### src/rtl/imm_gen_pipe.sv
// rtl/imm_gen_pipe.sv - pipelined RISC-V immediate generator with 2-entry skid buffer
module imm_gen_pipe #(
    parameter int XLEN        = 32,
    parameter int TAG_W       = 32,
    parameter bit AUTO_DECODE = 1'b0
) (
    input  logic             clk,
    input  logic             rst,
    input  logic             in_valid,
    output logic             in_ready,
    input  logic [31:0]      instr,
    input  logic [2:0]       fmt_in,
    input  logic [TAG_W-1:0] tag_in,
    output logic             out_valid,
    input  logic             out_ready,
    output logic [XLEN-1:0]  imm,
    output logic [2:0]       fmt_out,
    output logic             illegal,
    output logic [TAG_W-1:0] tag_out
);

    localparam logic [2:0] FMT_I     = 3'b000;
    localparam logic [2:0] FMT_S     = 3'b001;
    localparam logic [2:0] FMT_B     = 3'b010;
    localparam logic [2:0] FMT_U     = 3'b011;
    localparam logic [2:0] FMT_J     = 3'b100;
    localparam logic [2:0] FMT_Z     = 3'b101;
    localparam logic [2:0] FMT_SHAMT = 3'b110;
    localparam logic [2:0] FMT_ILL   = 3'b111;

    logic [2:0]       fmt_auto;
    logic             shamt5_auto;
    logic [2:0]       fmt_sel;
    logic             shamt5;
    logic [31:0]      raw32;
    logic [XLEN-1:0]  imm_ext;
    logic             ill_sel;

    logic [1:0]       occ_q, occ_d;
    logic             in_ready_q, in_ready_d;
    logic [XLEN-1:0]  out_imm_q, out_imm_d;
    logic [2:0]       out_fmt_q, out_fmt_d;
    logic             out_ill_q, out_ill_d;
    logic [TAG_W-1:0] out_tag_q, out_tag_d;
    logic [XLEN-1:0]  skid_imm_q, skid_imm_d;
    logic [2:0]       skid_fmt_q, skid_fmt_d;
    logic             skid_ill_q, skid_ill_d;
    logic [TAG_W-1:0] skid_tag_q, skid_tag_d;

    logic             in_fire;
    logic             out_fire;

    // Derive the format from opcode/funct3; OP-IMM-32 shifts only exist on RV64 and keep a 5-bit shamt
    always_comb begin
        fmt_auto    = FMT_ILL;
        shamt5_auto = 1'b0;
        case (instr[6:0])
            7'b0000011, 7'b1100111: fmt_auto = FMT_I;
            7'b0010011: fmt_auto = (instr[13:12] == 2'b01) ? FMT_SHAMT : FMT_I;
            7'b0011011: begin
                if (XLEN == 64) begin
                    fmt_auto    = (instr[13:12] == 2'b01) ? FMT_SHAMT : FMT_I;
                    shamt5_auto = 1'b1;
                end
            end
            7'b0100011: fmt_auto = FMT_S;
            7'b1100011: fmt_auto = FMT_B;
            7'b0110111, 7'b0010111: fmt_auto = FMT_U;
            7'b1101111: fmt_auto = FMT_J;
            7'b1110011: fmt_auto = instr[14] ? FMT_Z : FMT_I;
            default: fmt_auto = FMT_ILL;
        endcase
        fmt_sel = AUTO_DECODE ? fmt_auto : fmt_in;
        shamt5  = AUTO_DECODE ? shamt5_auto : 1'b0;
    end

    // Build the 32-bit immediate; bit 31 is the sign for every sign-extended format and 0 otherwise
    always_comb begin
        raw32 = 32'b0;
        case (fmt_sel)
            FMT_I: raw32 = {{20{instr[31]}}, instr[31:20]};
            FMT_S: raw32 = {{20{instr[31]}}, instr[31:25], instr[11:7]};
            FMT_B: raw32 = {{20{instr[31]}}, instr[7], instr[30:25], instr[11:8], 1'b0};
            FMT_U: raw32 = {instr[31:12], 12'b0};
            FMT_J: raw32 = {{12{instr[31]}}, instr[19:12], instr[20], instr[30:21], 1'b0};
            FMT_Z: raw32 = {27'b0, instr[19:15]};
            FMT_SHAMT: begin
                if ((XLEN == 64) && !shamt5) raw32 = {26'b0, instr[25:20]};
                else                         raw32 = {27'b0, instr[24:20]};
            end
            default: raw32 = 32'b0;
        endcase
        ill_sel = (fmt_sel == FMT_ILL);
    end

    if (XLEN > 32) begin : g_wide
        assign imm_ext = {{(XLEN-32){raw32[31]}}, raw32};
    end else begin : g_narrow
        assign imm_ext = raw32;
    end

    assign in_fire  = in_valid && in_ready_q;
    assign out_fire = (occ_q != 2'd0) && out_ready;

    // Occupancy next-state: output stage first, overflow into skid, skid refills output on drain
    always_comb begin
        occ_d      = occ_q;
        out_imm_d  = out_imm_q;
        out_fmt_d  = out_fmt_q;
        out_ill_d  = out_ill_q;
        out_tag_d  = out_tag_q;
        skid_imm_d = skid_imm_q;
        skid_fmt_d = skid_fmt_q;
        skid_ill_d = skid_ill_q;
        skid_tag_d = skid_tag_q;
        case (occ_q)
            2'd0: begin
                if (in_fire) begin
                    out_imm_d = imm_ext;
                    out_fmt_d = fmt_sel;
                    out_ill_d = ill_sel;
                    out_tag_d = tag_in;
                    occ_d     = 2'd1;
                end
            end
            2'd1: begin
                if (in_fire && out_fire) begin
                    out_imm_d = imm_ext;
                    out_fmt_d = fmt_sel;
                    out_ill_d = ill_sel;
                    out_tag_d = tag_in;
                end else if (in_fire) begin
                    skid_imm_d = imm_ext;
                    skid_fmt_d = fmt_sel;
                    skid_ill_d = ill_sel;
                    skid_tag_d = tag_in;
                    occ_d      = 2'd2;
                end else if (out_fire) begin
                    occ_d = 2'd0;
                end
            end
            2'd2: begin
                if (out_fire) begin
                    out_imm_d = skid_imm_q;
                    out_fmt_d = skid_fmt_q;
                    out_ill_d = skid_ill_q;
                    out_tag_d = skid_tag_q;
                    occ_d     = 2'd1;
                end
            end
            default: occ_d = 2'd0;
        endcase
        in_ready_d = (occ_d != 2'd2);
    end

    // State register; reset discards in-flight entries and clears the visible outputs
    always_ff @(posedge clk) begin
        if (rst) begin
            occ_q      <= 2'd0;
            in_ready_q <= 1'b1;
            out_imm_q  <= '0;
            out_fmt_q  <= 3'b000;
            out_ill_q  <= 1'b0;
            out_tag_q  <= '0;
            skid_imm_q <= '0;
            skid_fmt_q <= 3'b000;
            skid_ill_q <= 1'b0;
            skid_tag_q <= '0;
        end else begin
            occ_q      <= occ_d;
            in_ready_q <= in_ready_d;
            out_imm_q  <= out_imm_d;
            out_fmt_q  <= out_fmt_d;
            out_ill_q  <= out_ill_d;
            out_tag_q  <= out_tag_d;
            skid_imm_q <= skid_imm_d;
            skid_fmt_q <= skid_fmt_d;
            skid_ill_q <= skid_ill_d;
            skid_tag_q <= skid_tag_d;
        end
    end

    // Outputs straight from registers so neither handshake direction has a combinational path
    always_comb begin
        out_valid = (occ_q != 2'd0);
        in_ready  = in_ready_q;
        imm       = out_imm_q;
        fmt_out   = out_fmt_q;
        illegal   = out_ill_q;
        tag_out   = out_tag_q;
    end

endmodule

### config.mk
export PLATFORM = sky130hd
export DESIGN_NAME = imm_gen_pipe
export DESIGN_NICKNAME = d
export VERILOG_FILES = /design/src/rtl/imm_gen_pipe.sv
export SDC_FILE = /design/constraint.sdc
export NUM_CORES = 1
export LEC_CHECK = 0
export CAP_MARGIN = 20
export CORE_MARGIN = 2
export CORE_UTILIZATION = 50
export DETAILED_ROUTE_END_ITERATION = 6
export PLACE_DENSITY = 0.86
export SLEW_MARGIN = 20
export SYNTH_ARGS = -nofsm -noshare
export SYNTH_HDL_FRONTEND = slang
export SYNTH_SLANG_ARGS = --single-unit
### constraint.sdc
create_clock -name clk -period 2.31 [get_ports clk]
set_input_delay 0.5775 -clock clk [delete_from_list [all_inputs] [get_ports clk]]
set_output_delay 0.5775 -clock clk [all_outputs]
set_load 0.05 [all_outputs]
==> out/metrics.yaml <==
floorplanning:
  fp-row-count: 40
  coreArea_sq_um: 11900
  die_x_microns: 114
  start_util_pct: 50.7
  boundaryPins: 141
  die-area_sq_um: 13000
  die_y_microns: 114
power:
  p_sw_w: 0.00205
  power.density_nw_per_um2: 834
  clock_power_share_pct: 42.2
  sw_frac_of_total_pct: 29.5
  power_frac_comb_pct: 19.9
  peakVddDrop_v: 0.000389
  p_leak_nw: 3.09
  p_int_w: 0.00491
  p_seq_share_pct: 37.8
global_route:
  grt_usage_pct: 26.0
  gr-total-overflow: 0
  antenna_found_initial: 0
  grt_start_max_net_pins: 127
  grt_pass1_wl_mm: 27.2
  grt_pass1_vias: 5589
cts:
  htreeDepth: 4
  tritoncts: "done"
  root_buffer: "clkbuf_16"
  cts.sinks: 139
  cts_buffers: 17
  clk_path_buf_depth: 2
  insertion_delay_ns: 0.42
  postCtsHoldBufs: 0
  clk_pin_slew_ns: 0.06
  post_cts_resize_count: 0
  cts_setup_buffers: 0
sta:
  tightestPinTransition_ns: 0.561
  hold_ws_ns: 0.455
  clock.fmax_mhz: 443
  final_max_slew_viol_count: 0
  period_share_pct: 97.7
  layout_min_cycle_time_ns: 2.26
  final.setup.tns_ns: 0
  hold_viol: 0
  relSlewSlack_pct: 62.5
  setup_viol: 0
  rsz0062_at_grt: "no"
  clock_skew_ns: 0.00731
detailed_routing:
  wl_mm: 16.7
  drt_iter0_markers: 707
  drc_errors: 0
  routedWlPerCell_microns: 16.0
  ant_nets: 0
  drtPass1Iterations: 5
  avgViaCountPerCell: 5.74
  dr_total_vias: 5971
setup_path:
  rr_endpoint: "imm[13]"
  end_kind: "output port"
  r2r_cells: 4
  crit_arrival_ns: 1.68
  r2r-start: "occ_q[0]"
  path_cells: "clkdlybuf4s50_1"
  cp_slowest_stage_delay_ns: 0.85
  crit_required_ns: 1.73
  crit_type: "reg -> out"
  path_buf_inv: 1
  crit_slowest_cell: "clkdlybuf4s50_1"
  r2r_slack_ns: 0.52
  cp-start-kind: "flip-flop"
  cp_top_family: "buffers and inverters"
  crit_fanout: 4
yosys:
  synth_seq_cells: 139
  synth_area_sq_um: 6040
  ys.flop_type: "dfxtp_1"
  synth.most_common_cell: "nand2_1"
  synth_nets: 829
  synthTopCellsByCount: "163 x nand2_1, 139 x dfxtp_1, 87 x nor2_1"
  yosysWarnings: 0
  ys_types: 55
  netlist.area_leader.share_pct: 46.1
  synthTopCellsByArea: "dfxtp_1 46%, nand2_1 10%, a21oi_1 5.7%"
  syn_area_per_cell_sq_um: 7.97
  async_flop_share_pct: 0
  yosys.area.top_type: "dfxtp_1"
  synth_edf_count: 0
  postSynthCellCount: 758
  ys_seq_area_share_pct: 46.1
finish:
  antennaDiodeCount: 0
  syn_to_final_growth_pct: 38.1
  num-nets-final: 952
  drive_gt1_share_pct: 10.2
worst_hold_path:
  hold_end: "skid_tag_q[20]"
  min_from: "skid_tag_q[20]"
  hp-class: "reg -> reg"
  hold_depth: 2
placement:
  place_congestion: 0.880
  hpwlAfterDp_mm: 10.5
  portBuffers: 133
flow_run:
  cap_violations: 0
run_status:
  status: "finished, final reports clean"
-- final cells by class --
type / count / area [sq um]
inverters: 5 / 18.8
clock inverters: 15 / 213
multi-input cells: 543 / 2930
flip-flops and latches: 139 / 2780
fillers: 896 / 3570
clock buffers: 17 / 425
repair buffers: 175 / 1790
well taps: 147 / 184
-- metrics by stage --
step / power (W) / cells / util, % / setup WS [ns] / instance area (sq um)
3_3_place_gp: 0.00403 / 1009 / 64.7 / -0.00395 / 7700
4_1_cts: 0.00698 / 1041 / 70.0 / 0.0440 / 8340
5_1_grt: 0.00720 / 1041 / 70.0 / 0.0181 / 8340
6_report: 0.00696 / 1041 / 70.0 / 0.0521 / 8340
3_5_place_dp: 0.00405 / 1009 / 64.7 / -0.0511 / 7700
2_1_floorplan: 0.00352 / 758 / - / 0.512 / 6040
-- worst max-delay path by stage --
stage,depth (start not counted),from,end
after global routing,1,in_ready,in_ready
after floorplan,6,fmt_in[1],imm[14]
after detailed placement,7,fmt_in[0],imm[21]
after CTS,1,in_ready,in_ready
final,1,in_ready,in_ready
after global placement,6,fmt_in[0],imm[13]
-- sequential cells by signal, summed over array words and instances (netlist names) --
register,cells
imm,32
skid_imm_q,32
skid_tag_q,32
tag_out,32
fmt_out,3
skid_fmt_q,3
occ_q,2
illegal,1
in_ready,1
skid_ill_q,1
-- logic make-up (layout without fill, tap and decap cells) --
family                   after synthesis  count (layout)  synth area share [%]
AND/OR/NAND/NOR                      346             346                  25.9
AO/OA/AOI/OAI                        193             193                  21.7
flip-flops                           139             139                  46.1
buffers and inverters                 76             212                  5.67
multiplexers                           2               2                 0.331
adder cells (fa/ha/maj)                1               1                 0.186
XOR/XNOR                               1               1                 0.145
-- per-layer routing --
| layer | routed length [microns] | global-route usage (%) | part of all wire (%) | up-vias |
|---|---|---|---|---|
| li1 | - | - | - | 2922 |
| met1 | 7390 | 34.4 | 44 | 2750 |
| met4 | 503 | 11.9 | 3.0 | 0 |
| met2 | 7630 | 40.6 | 46 | 258 |
| met5 | 0 | 0 | 0 | - |
| met3 | 1160 | 6.11 | 6.9 | 41 |
-- power by group through the flow --
| stage | sequential [W] | clock [W] | combinational (W) |
|---|---|---|---|
| after floorplan | 0.00305 | 0 | 0.000467 |
| after global placement | 0.00268 | 0 | 0.00136 |
| after detailed placement | 0.00268 | 0 | 0.00137 |
| after CTS | 0.00263 | 0.00296 | 0.00138 |
| after global routing | 0.00265 | 0.00307 | 0.00148 |
| final | 0.00263 | 0.00294 | 0.00139 |
-- cells in the final DEF, fill, tap and decap left out, drive strengths merged, types with 8 or more instances in the layout --
| cell | synthesis | final |
|---|---|---|
| a21oi | 70 | 70 |
| dfxtp | 139 | 139 |
| o211ai | 8 | 8 |
| nor2 | 88 | 88 |
| a211oi | 9 | 9 |
| nand2b | 16 | 16 |
| clkdlybuf4s50 | 0 | 131 |
| nand2 | 163 | 163 |
| buf | 34 | 44 |
| clkbuf | 37 | 17 |
| inv | 5 | 9 |
| nor3 | 33 | 33 |
| a311oi | 36 | 36 |
| nand4 | 9 | 9 |
| and3 | 8 | 8 |
| o21ai | 32 | 32 |
Note: power is estimated with default switching activity, not from simulation.
